==> src/rtl/rx_control_module_pkg.sv <==
// Shared definitions for the UART 8N1 receive controller: state encoding, frame shape and the
// default bit period, which is also used by the transmit baud generator.
package rx_control_module_pkg;

  typedef enum logic [2:0] {
    StIdle  = 3'd0,
    StStart = 3'd1,
    StData  = 3'd2,
    StStop  = 3'd3,
    StDone  = 3'd4,
    StErr   = 3'd5
  } rx_state_e;

  localparam int unsigned FRAME_DATA_BITS = 8;
  localparam int unsigned STOP_SLOT       = 9;
  // 50 MHz / 115200 baud
  localparam int unsigned BPS_DIV_DEFAULT = 434;

endpackage

==> src/rtl/rx_sync_edge.sv <==
// Two-flop synchroniser for the asynchronous RX line, plus a history flop that yields a
// one-cycle pulse on each falling edge. Resets to line-high so reset release is not an edge.
module rx_sync_edge (
  input  logic clk_i,
  input  logic rst_ni,
  input  logic rx_i,
  output logic rx_sync_o,
  output logic fall_o
);

  logic meta_q, sync_q, hist_q;

  always_ff @(posedge clk_i or negedge rst_ni) begin
    if (!rst_ni) begin
      meta_q <= 1'b1;
      sync_q <= 1'b1;
      hist_q <= 1'b1;
    end else begin
      meta_q <= rx_i;
      sync_q <= meta_q;
      hist_q <= sync_q;
    end
  end

  assign rx_sync_o = sync_q;
  assign fall_o    = hist_q & ~sync_q;

endmodule

==> src/rtl/rx_control_module.sv <==
// UART 8N1 receiver: mid-bit sampling with an internal divider, LSB-first assembly, done/error
// pulses. Define RX_MAJORITY_VOTE_EN for 2-of-3 voting around mid-bit (adds one cycle latency).
module rx_control_module
  import rx_control_module_pkg::*;
#(
  parameter int unsigned BPS_DIV = BPS_DIV_DEFAULT
) (
  input  logic       CLK,
  input  logic       RST_n,
  input  logic       Rx_En_Sig,
  input  logic       Rx_Pin_In,
  output logic [7:0] Rx_Data,
  output logic       Rx_Done_Sig,
  output logic       Rx_Err_Sig
);

  localparam int unsigned BPS_HALF = BPS_DIV / 2;
  localparam int unsigned CntW     = $clog2(BPS_DIV);

  rx_state_e     state_q;
  logic [CntW-1:0] cnt_q, cnt_next;
  logic [2:0]    idx_q;
  logic [7:0]    shift_q, data_q;
  logic          done_q, err_q;
  logic          rx_sync, fall;
  logic          strobe, bit_val;

  rx_sync_edge u_sync_edge (
    .clk_i    (CLK),
    .rst_ni   (RST_n),
    .rx_i     (Rx_Pin_In),
    .rx_sync_o(rx_sync),
    .fall_o   (fall)
  );

  assign cnt_next = (cnt_q == CntW'(BPS_DIV - 1)) ? '0 : cnt_q + 1'b1;

`ifdef RX_MAJORITY_VOTE_EN
  logic s0_q, s1_q;

  always_ff @(posedge CLK or negedge RST_n) begin
    if (!RST_n) begin
      s0_q <= 1'b1;
      s1_q <= 1'b1;
    end else begin
      if (cnt_q == CntW'(BPS_HALF - 1)) s0_q <= rx_sync;
      if (cnt_q == CntW'(BPS_HALF))     s1_q <= rx_sync;
    end
  end

  // Third vote is the live sample, so the decision lands one cycle after mid-bit.
  assign strobe  = (cnt_q == CntW'(BPS_HALF + 1));
  assign bit_val = (s0_q & s1_q) | (s0_q & rx_sync) | (s1_q & rx_sync);
`else
  assign strobe  = (cnt_q == CntW'(BPS_HALF));
  assign bit_val = rx_sync;
`endif

  always_ff @(posedge CLK or negedge RST_n) begin
    if (!RST_n) begin
      state_q <= StIdle;
      cnt_q   <= '0;
      idx_q   <= '0;
      shift_q <= '0;
      data_q  <= '0;
      done_q  <= 1'b0;
      err_q   <= 1'b0;
    end else begin
      done_q <= 1'b0;
      err_q  <= 1'b0;
      if (!Rx_En_Sig) begin
        state_q <= StIdle;
        cnt_q   <= '0;
      end else begin
        // The edge-detect cycle counts as divider value 0.
        if (state_q == StIdle) cnt_q <= fall ? CntW'(1) : '0;
        else                   cnt_q <= cnt_next;

        unique case (state_q)
          StIdle: begin
            if (fall) state_q <= StStart;
          end
          StStart: begin
            if (strobe) begin
              idx_q   <= '0;
              state_q <= bit_val ? StIdle : StData;
            end
          end
          StData: begin
            if (strobe) begin
              shift_q[idx_q] <= bit_val;
              idx_q          <= idx_q + 1'b1;
              if (idx_q == 3'(FRAME_DATA_BITS - 1)) state_q <= StStop;
            end
          end
          StStop: begin
            if (strobe) begin
              if (bit_val) begin
                state_q <= StDone;
                data_q  <= shift_q;
                done_q  <= 1'b1;
              end else begin
                state_q <= StErr;
                err_q   <= 1'b1;
              end
            end
          end
          StDone, StErr: state_q <= StIdle;
          default:       state_q <= StIdle;
        endcase
      end
    end
  end

  assign Rx_Data     = data_q;
  assign Rx_Done_Sig = done_q;
  assign Rx_Err_Sig  = err_q;

endmodule
==> config.mk <==
export PLATFORM = sky130hd
export DESIGN_NAME = rx_control_module
export DESIGN_NICKNAME = d
export VERILOG_FILES = /design/src/rtl/rx_control_module_pkg.sv /design/src/rtl/rx_sync_edge.sv /design/src/rtl/rx_control_module.sv
export SDC_FILE = /design/constraint.sdc
export NUM_CORES = 1
export LEC_CHECK = 0
export ABC_CLOCK_PERIOD_IN_PS = 1800
export BUFFER_PORTS_ARGS = -buffer_cell sky130_fd_sc_hd__buf_2
export CORE_ASPECT_RATIO = 1.5
export CORE_MARGIN = 5
export CORE_UTILIZATION = 30
export CTS_BUF_LIST = sky130_fd_sc_hd__clkbuf_2
export CTS_CLUSTER_SIZE = 24
export DETAILED_ROUTE_END_ITERATION = 8
export SETUP_SLACK_MARGIN = 0.02
export SLEW_MARGIN = 10
export SYNTH_ARGS = -nofsm -noshare
export SYNTH_HDL_FRONTEND = slang
export SYNTH_HIERARCHICAL = 1
export SYNTH_SLANG_ARGS = --single-unit
==> constraint.sdc <==
create_clock -name CLK -period 1.8 [get_ports CLK]
set_input_delay 0.09 -clock CLK [delete_from_list [all_inputs] [get_ports CLK]]
set_output_delay 0.09 -clock CLK [all_outputs]
set_load 0.005 [all_outputs]
# [Word level (Yosys, flattened, before mapping)]
# Index checks and enable logic that the tools add are counted.
[totals] input_bits=4 regBits=36 output_inout_bits=10 word_cells=63
[classes] bitwise=2 muxes=27 n_addsub=2 eq_ne=13 order_cmp=2 n_reduce_logical=7
[op_table] op="$mux 9" n=3
[op_table] op="$mux 3" n=8
[op_table] op="$ne 3x3->1 const B" n=5
[op_table] op="$pmux 3 s4" n=1
[op_table] op="$mux 1" n=11
[op_table] op="$add 9x1->9 const B" n=1
[op_table] op="$eq 9x8->1 const B" n=1
[op_table] op="$eq 9x9->1 const B" n=1
[op_table] op="$bwmux 8" n=1
[op_table] op="$reduce_and 4->1" n=2
[op_table] op="$eq 3x2->1 const B" n=2
[op_table] op="$pmux 3 s2" n=1
[op_table] op="$reduce_and 5->1" n=1
[op_table] op="$lt 3x4->1 const B" n=1
[op_table] op="$ne 2x2->1 const B" n=2
[op_table] op="$add 3x1->3 const B" n=1
[op_table] op="$demux 1 s3" n=1
[op_table] op="$eq 3x1->1 const B" n=1
[op_table] op="$eq 3x3->1 const B" n=1
[op_table] op="$ge 3x1->1 const B" n=1
[op_table] op="$logic_not 3->1" n=1
[op_table] op="$reduce_and 3->1" n=1
[op_table] op="$mux 2" n=1
[op_table] op="$reduce_bool 2->1" n=1
[op_table] op="other kinds (3)" n=3

# [Longest topological paths before layout]
[logic_depth] ltp_word=5 depth_mapped=6 ltp_nobuf=5

# [Cells and area by module]
# Netlist, hierarchy kept.
[modules_own_cells] module="rx_control_module" cells_each=156 instances=1 area_per_inst_um2=1721.7 seq_area_each_um2=825.8
[modules_own_cells] module="rx_sync_edge" cells_each=4 instances=1 area_per_inst_um2=92.6 seq_area_each_um2=78.8

# [Worst setup path after synthesis]
# OpenSTA, ideal clock, no wires.
[synth_timing] path_type="flip-flop to flip-flop" startpoint="register cnt_q[1]" endpoint="register data_q[0] (netlist: Rx_Data[0])" synth_period_minus_slack_ns=1.786 slack_ns=0.014 arrival_time_ns=1.661 setup_time_ns=0.125 path_stages_with_launch=6 n_path_buf=0 cell_sequence="dfrtp_1 inv_1 ha_1 nand4b_4 nor4_4 mux2_2"
[synth_between] elab_chain_len=2
[synth_lines] element="start, declared" line_no="rx_control_module.sv:21" rtl="logic [CntW-1:0] cnt_q, cnt_next;"
[synth_lines] element="start signal, assigned" line_no="rx_control_module.sv:76" rtl="if (state_q == StIdle) cnt_q <= fall ? CntW'(1) : '0;"
[synth_lines] element="start signal, assigned" line_no="rx_control_module.sv:77" rtl="else cnt_q <= cnt_next;"
[synth_lines] element="$eq 9x8->1" line_no="rx_control_module.sv:55" rtl="assign strobe = (cnt_q == CntW'(BPS_HALF));"
[synth_lines] element="$reduce_and 4->1 (no line)"
[synth_lines] element="end signal, assigned" line_no="rx_control_module.sv:100" rtl="data_q <= shift_q;"
[synth_lines] element="end, declared" line_no="rx_control_module.sv:23" rtl="logic [7:0] shift_q, data_q;"
# Every way passes these cells.
# A chain may end at the register's enable or synchronous reset.

# [Worst setup path after layout]
[layout_timing] startpoint="register cnt_q[1]" endpoint="register data_q[4] (netlist: Rx_Data[4])"
# Same word-level chain as after synthesis.

==> impl_metrics.yaml <==
placement:
  buffer_ports.inserted: 13
  post-place-ws_ns: 0.09155
  dp_cells: 244
  gp_routability_congestion: 0.8156
  post-dp-hpwl_mm: 2.491
  dpl_cell_area_um2: 2017
worst_setup_path:
  cp.required_ns: 2.09
  critical_path_end_type: "flip-flop"
  cp_data_arrival_time_ns: 2.00
  crit_path_max_fanout: 8
  rr_startpoint: "cnt_q[1]$_DFF_PN0_"
  cp-start-kind: "flip-flop"
  setup.worst_path.class: "flip-flop to flip-flop"
  reg2reg_to: "Rx_Data[4]$_DFFE_PN0P_"
  ff2ff_path_depth: 6
  r2r_setup_slack_ns: 0.09
cells_and_area:
  area.sequential_um2: 904.6
  finalNetCount: 190
  multi_input_comb_area_um2: 862.1
  number_of_antenna_repair_diodes: 0
  finalCoreUtilization_pct: 36.09
  stdcell_count: 255
  final_layout_size_suffix_gt1_share_pct: 31.15
  areaGrowthSynthToFinish_pct: 15.93
  num-fill-cells: 590
  finish.instance_area_um2: 2103
clock_network:
  cts-htree-levels: 2
  cts_root_buffer: "clkbuf_2"
  clock_tree_from_tritoncts: "done"
  later_pin_clock_latency_in_the_skew_report_ns: 0.39
  clock_pin_slew_reported_for_the_worst_setup_and_hold_paths_after_clock_tree_synthesis_ns: 0.17
  ctsLongestPathBuffers: 2
  cts-buffers-inserted: 5
  clock-sinks: 36
sta:
  finalHoldViolCount: 0
  finalWorstPathRequiredPeriod_ns: 1.706
  report.final.setup_viol: 0
  setup_ws_ns: 0.09410
  skew_ns: 0.03104
  rsz0062_at_grt: "true"
  slew_violations: 0
  setup_total_negative_slack_ns: 0
  slew-limit-headroom_pct: 45.60
  timing.hold.ws_ns: 0.1507
  post-route-period-util_pct: 94.77
  max_clock_freq_mhz: 586.2
  tightestPinTransition_ns: 0.8160
global_route:
  grt_remaining_overflow: 0
  gr-usage-all-layers_pct: 9.852
  first_global_vias: 1308
  grt_first_pass_wirelength_mm: 6.072
  number_of_antenna_violations_at_the_first_check_in_global_routing: 0
  grt_max_degree: 37
route:
  via_per_inst: 5.039
  drtAntennaViolNets: 0
  wirelength_mm: 3.499
  avgRoutedWirePerCell_um: 13.72
  firstDrtPassIters: 4
  detail_route.drc_violations: 0
  vias: 1285
  drt_first_iter_violations: 36
synthesis:
  post_synth.cell_area_avg_um2: 11.34
  synth.cells.most_frequent: "dfrtp_1 (33), mux2_2 (14), nand4_1 (9)"
  synthXorXnorAreaFrac_pct: 1.448
  synth-simple-area-share_pct: 25.52
  post_synth_fa_ha_maj_area_fraction_pct: 2.759
  mappedNetlistNets: 168
  synth_top_family_by_area: "simple AND/OR/NAND/NOR gates"
  ys_types: 42
  async_reset_ff_share_pct: 100.0
  netlist.top_cell.by_area: "dfrtp_1"
  synth.mux.area_fraction_pct: 10.48
  synth_sequential_area_ratio_pct: 49.86
  yosys.cell_count.top_type: "dfrtp_1"
  synth_area_leaders: "dfrtp_1 (46%), mux2_2 (8.7%), dfstp_2 (4.3%), nand4_1 (3.1%), ha_1 (2.8%)"
  synthesis.area_um2: 1814
  synth_top_area_share_pct: 45.52
  postSynth.topFlopCell: "dfrtp_1"
  synth_edf_count: 0
  postSynthCellCount: 160
  synth_compound_area_share_pct: 6.276
  yosys_warnings: 6
  synth.ff_latch_count: 36
die:
  rows: 34
  io_pins: 14
  die_width_um: 73.50
  dieArea_um2: 7735
  placeableCoreArea_um2: 5828
  initial_utilization_pct: 31.13
  die-height_um: 105.2
power:
  p_leak_nw: 0.9807
  p_sw_uw: 310.2
  power_frac_seq_pct: 65.6
  switching_share_pct: 24.59
  pwr-share-clk_pct: 28.9
  power_density_nw_per_um2: 599.7
  vdd_drop_max_mv: 0.3479
  internal_power_uw: 951.1
  combinationalPowerShare_pct: 5.5
  design_power_mw: 1.261
outcome:
  run_status: "completed"
worst_hold_path:
  hp-class: "primary input to flip-flop"
  holdPathStages: 3
  endpoint_of_the_worst_hold_path: "Rx_Done_Sig$_DFF_PN0_"
  hp-start: "Rx_En_Sig"
flow_run:
  cap_violations: 0
power by group through the flow:
stage | registers, mW | logic, mW | clock network, mW
finish | 0.827 | 0.0698 | 0.365
detailed placement | 0.840 | 0.0659 | 0
global placement | 0.841 | 0.0654 | 0
floorplan | 0.839 | 0.0315 | 0
global route | 0.829 | 0.0801 | 0.420
CTS | 0.826 | 0.0691 | 0.393
layout by cell type (no fill, tap or decap), drive strengths merged, types with 2 or more instances in the layout:
cell and count:
dfrtp 33, nand2 7, or3 6, nand4b 4, inv 5, nor2 6, ha 4, nand3 8
o21ai 6, nor4b 3, dfstp 3, nand4 9, mux2 16, nor4bb 5, nand4bb 2, nand2b 2
dlygate4sd3 2, and4b 2, buf 25, a21oi 5, nor2b 2, nor4 5, xor2 2, o221ai 2
clkbuf 7
layer usage:
layer / track usage, % / wire length [um] / up-vias
met5: 0 / 0 / -
met2: 16.81 / 1816 / 14
met1: 11.41 / 1507 / 629
met3: 2.571 / 116 / 5
met4: 4.016 / 59 / 0
li1: - / - / 637
kinds of logic after synthesis:
logic type	Yosys count
buffers and inverters	17
AO/OA/AOI/OAI	18
adder cells (fa/ha/maj)	4
multiplexers	17
AND/OR/NAND/NOR	65
XOR/XNOR	3
flip-flops	36
critical path, cell delays in order, from the launching register on:
cell	delay [ns]
dfrtp_1	0.45
inv_2	0.08
ha_4	0.14
nand4b_4	0.14
nor4_4	0.33
buf_12	0.16
mux2_2	0.32
worst max-delay path by stage:
| stage | startpoint | end | slack (ns) | cells past startpoint |
|---|---|---|---|---|
| finish | cnt_q[1]$_DFF_PN0_ | Rx_Data[4]$_DFFE_PN0P_ | 0.09 | 6 |
| global route | cnt_q[1]$_DFF_PN0_ | Rx_Data[2]$_DFFE_PN0P_ | 0.01 | 6 |
| CTS | cnt_q[1]$_DFF_PN0_ | shift_q[7]$_DFFE_PN0P_ | 0.09 | 5 |
| detailed placement | cnt_q[1]$_DFF_PN0_ | shift_q[7]$_DFFE_PN0P_ | 0.09 | 5 |
| global placement | cnt_q[1]$_DFF_PN0_ | shift_q[7]$_DFFE_PN0P_ | 0.12 | 5 |
| floorplan | cnt_q[8]$_DFF_PN0_ | Rx_Data[0]$_DFFE_PN0P_ | 0.10 | 3 |
area by class of cell:
class | count | share of cell area (%)
Sequential cell | 36 | 43.01
Inverter | 5 | 0.8923
Tap cell | 72 | 4.283
Timing Repair Buffer | 27 | 8.923
Clock inverter | 1 | 0.2380
Multi-Input combinational cell | 107 | 40.99
Clock buffer | 7 | 1.666
registers in the layout (all words and copies together), names as in the netlist:
name / count
cnt_q: 9
Rx_Data: 8
shift_q: 8
idx_q: 3
state_q: 3
Rx_Done_Sig: 1
Rx_Err_Sig: 1
u_sync_edge/hist_q: 1
u_sync_edge/meta_q: 1
u_sync_edge/rx_sync_o: 1
repair_timing:
item,4_1_cts,5_1_grt
setup buffers,0,1
setup endpoints to repair,0,6
hold buffers,2,0
resized for setup,0,4
endpoints found under the hold margin,34,0
Note: power is estimated with default switching activity, not from simulation.
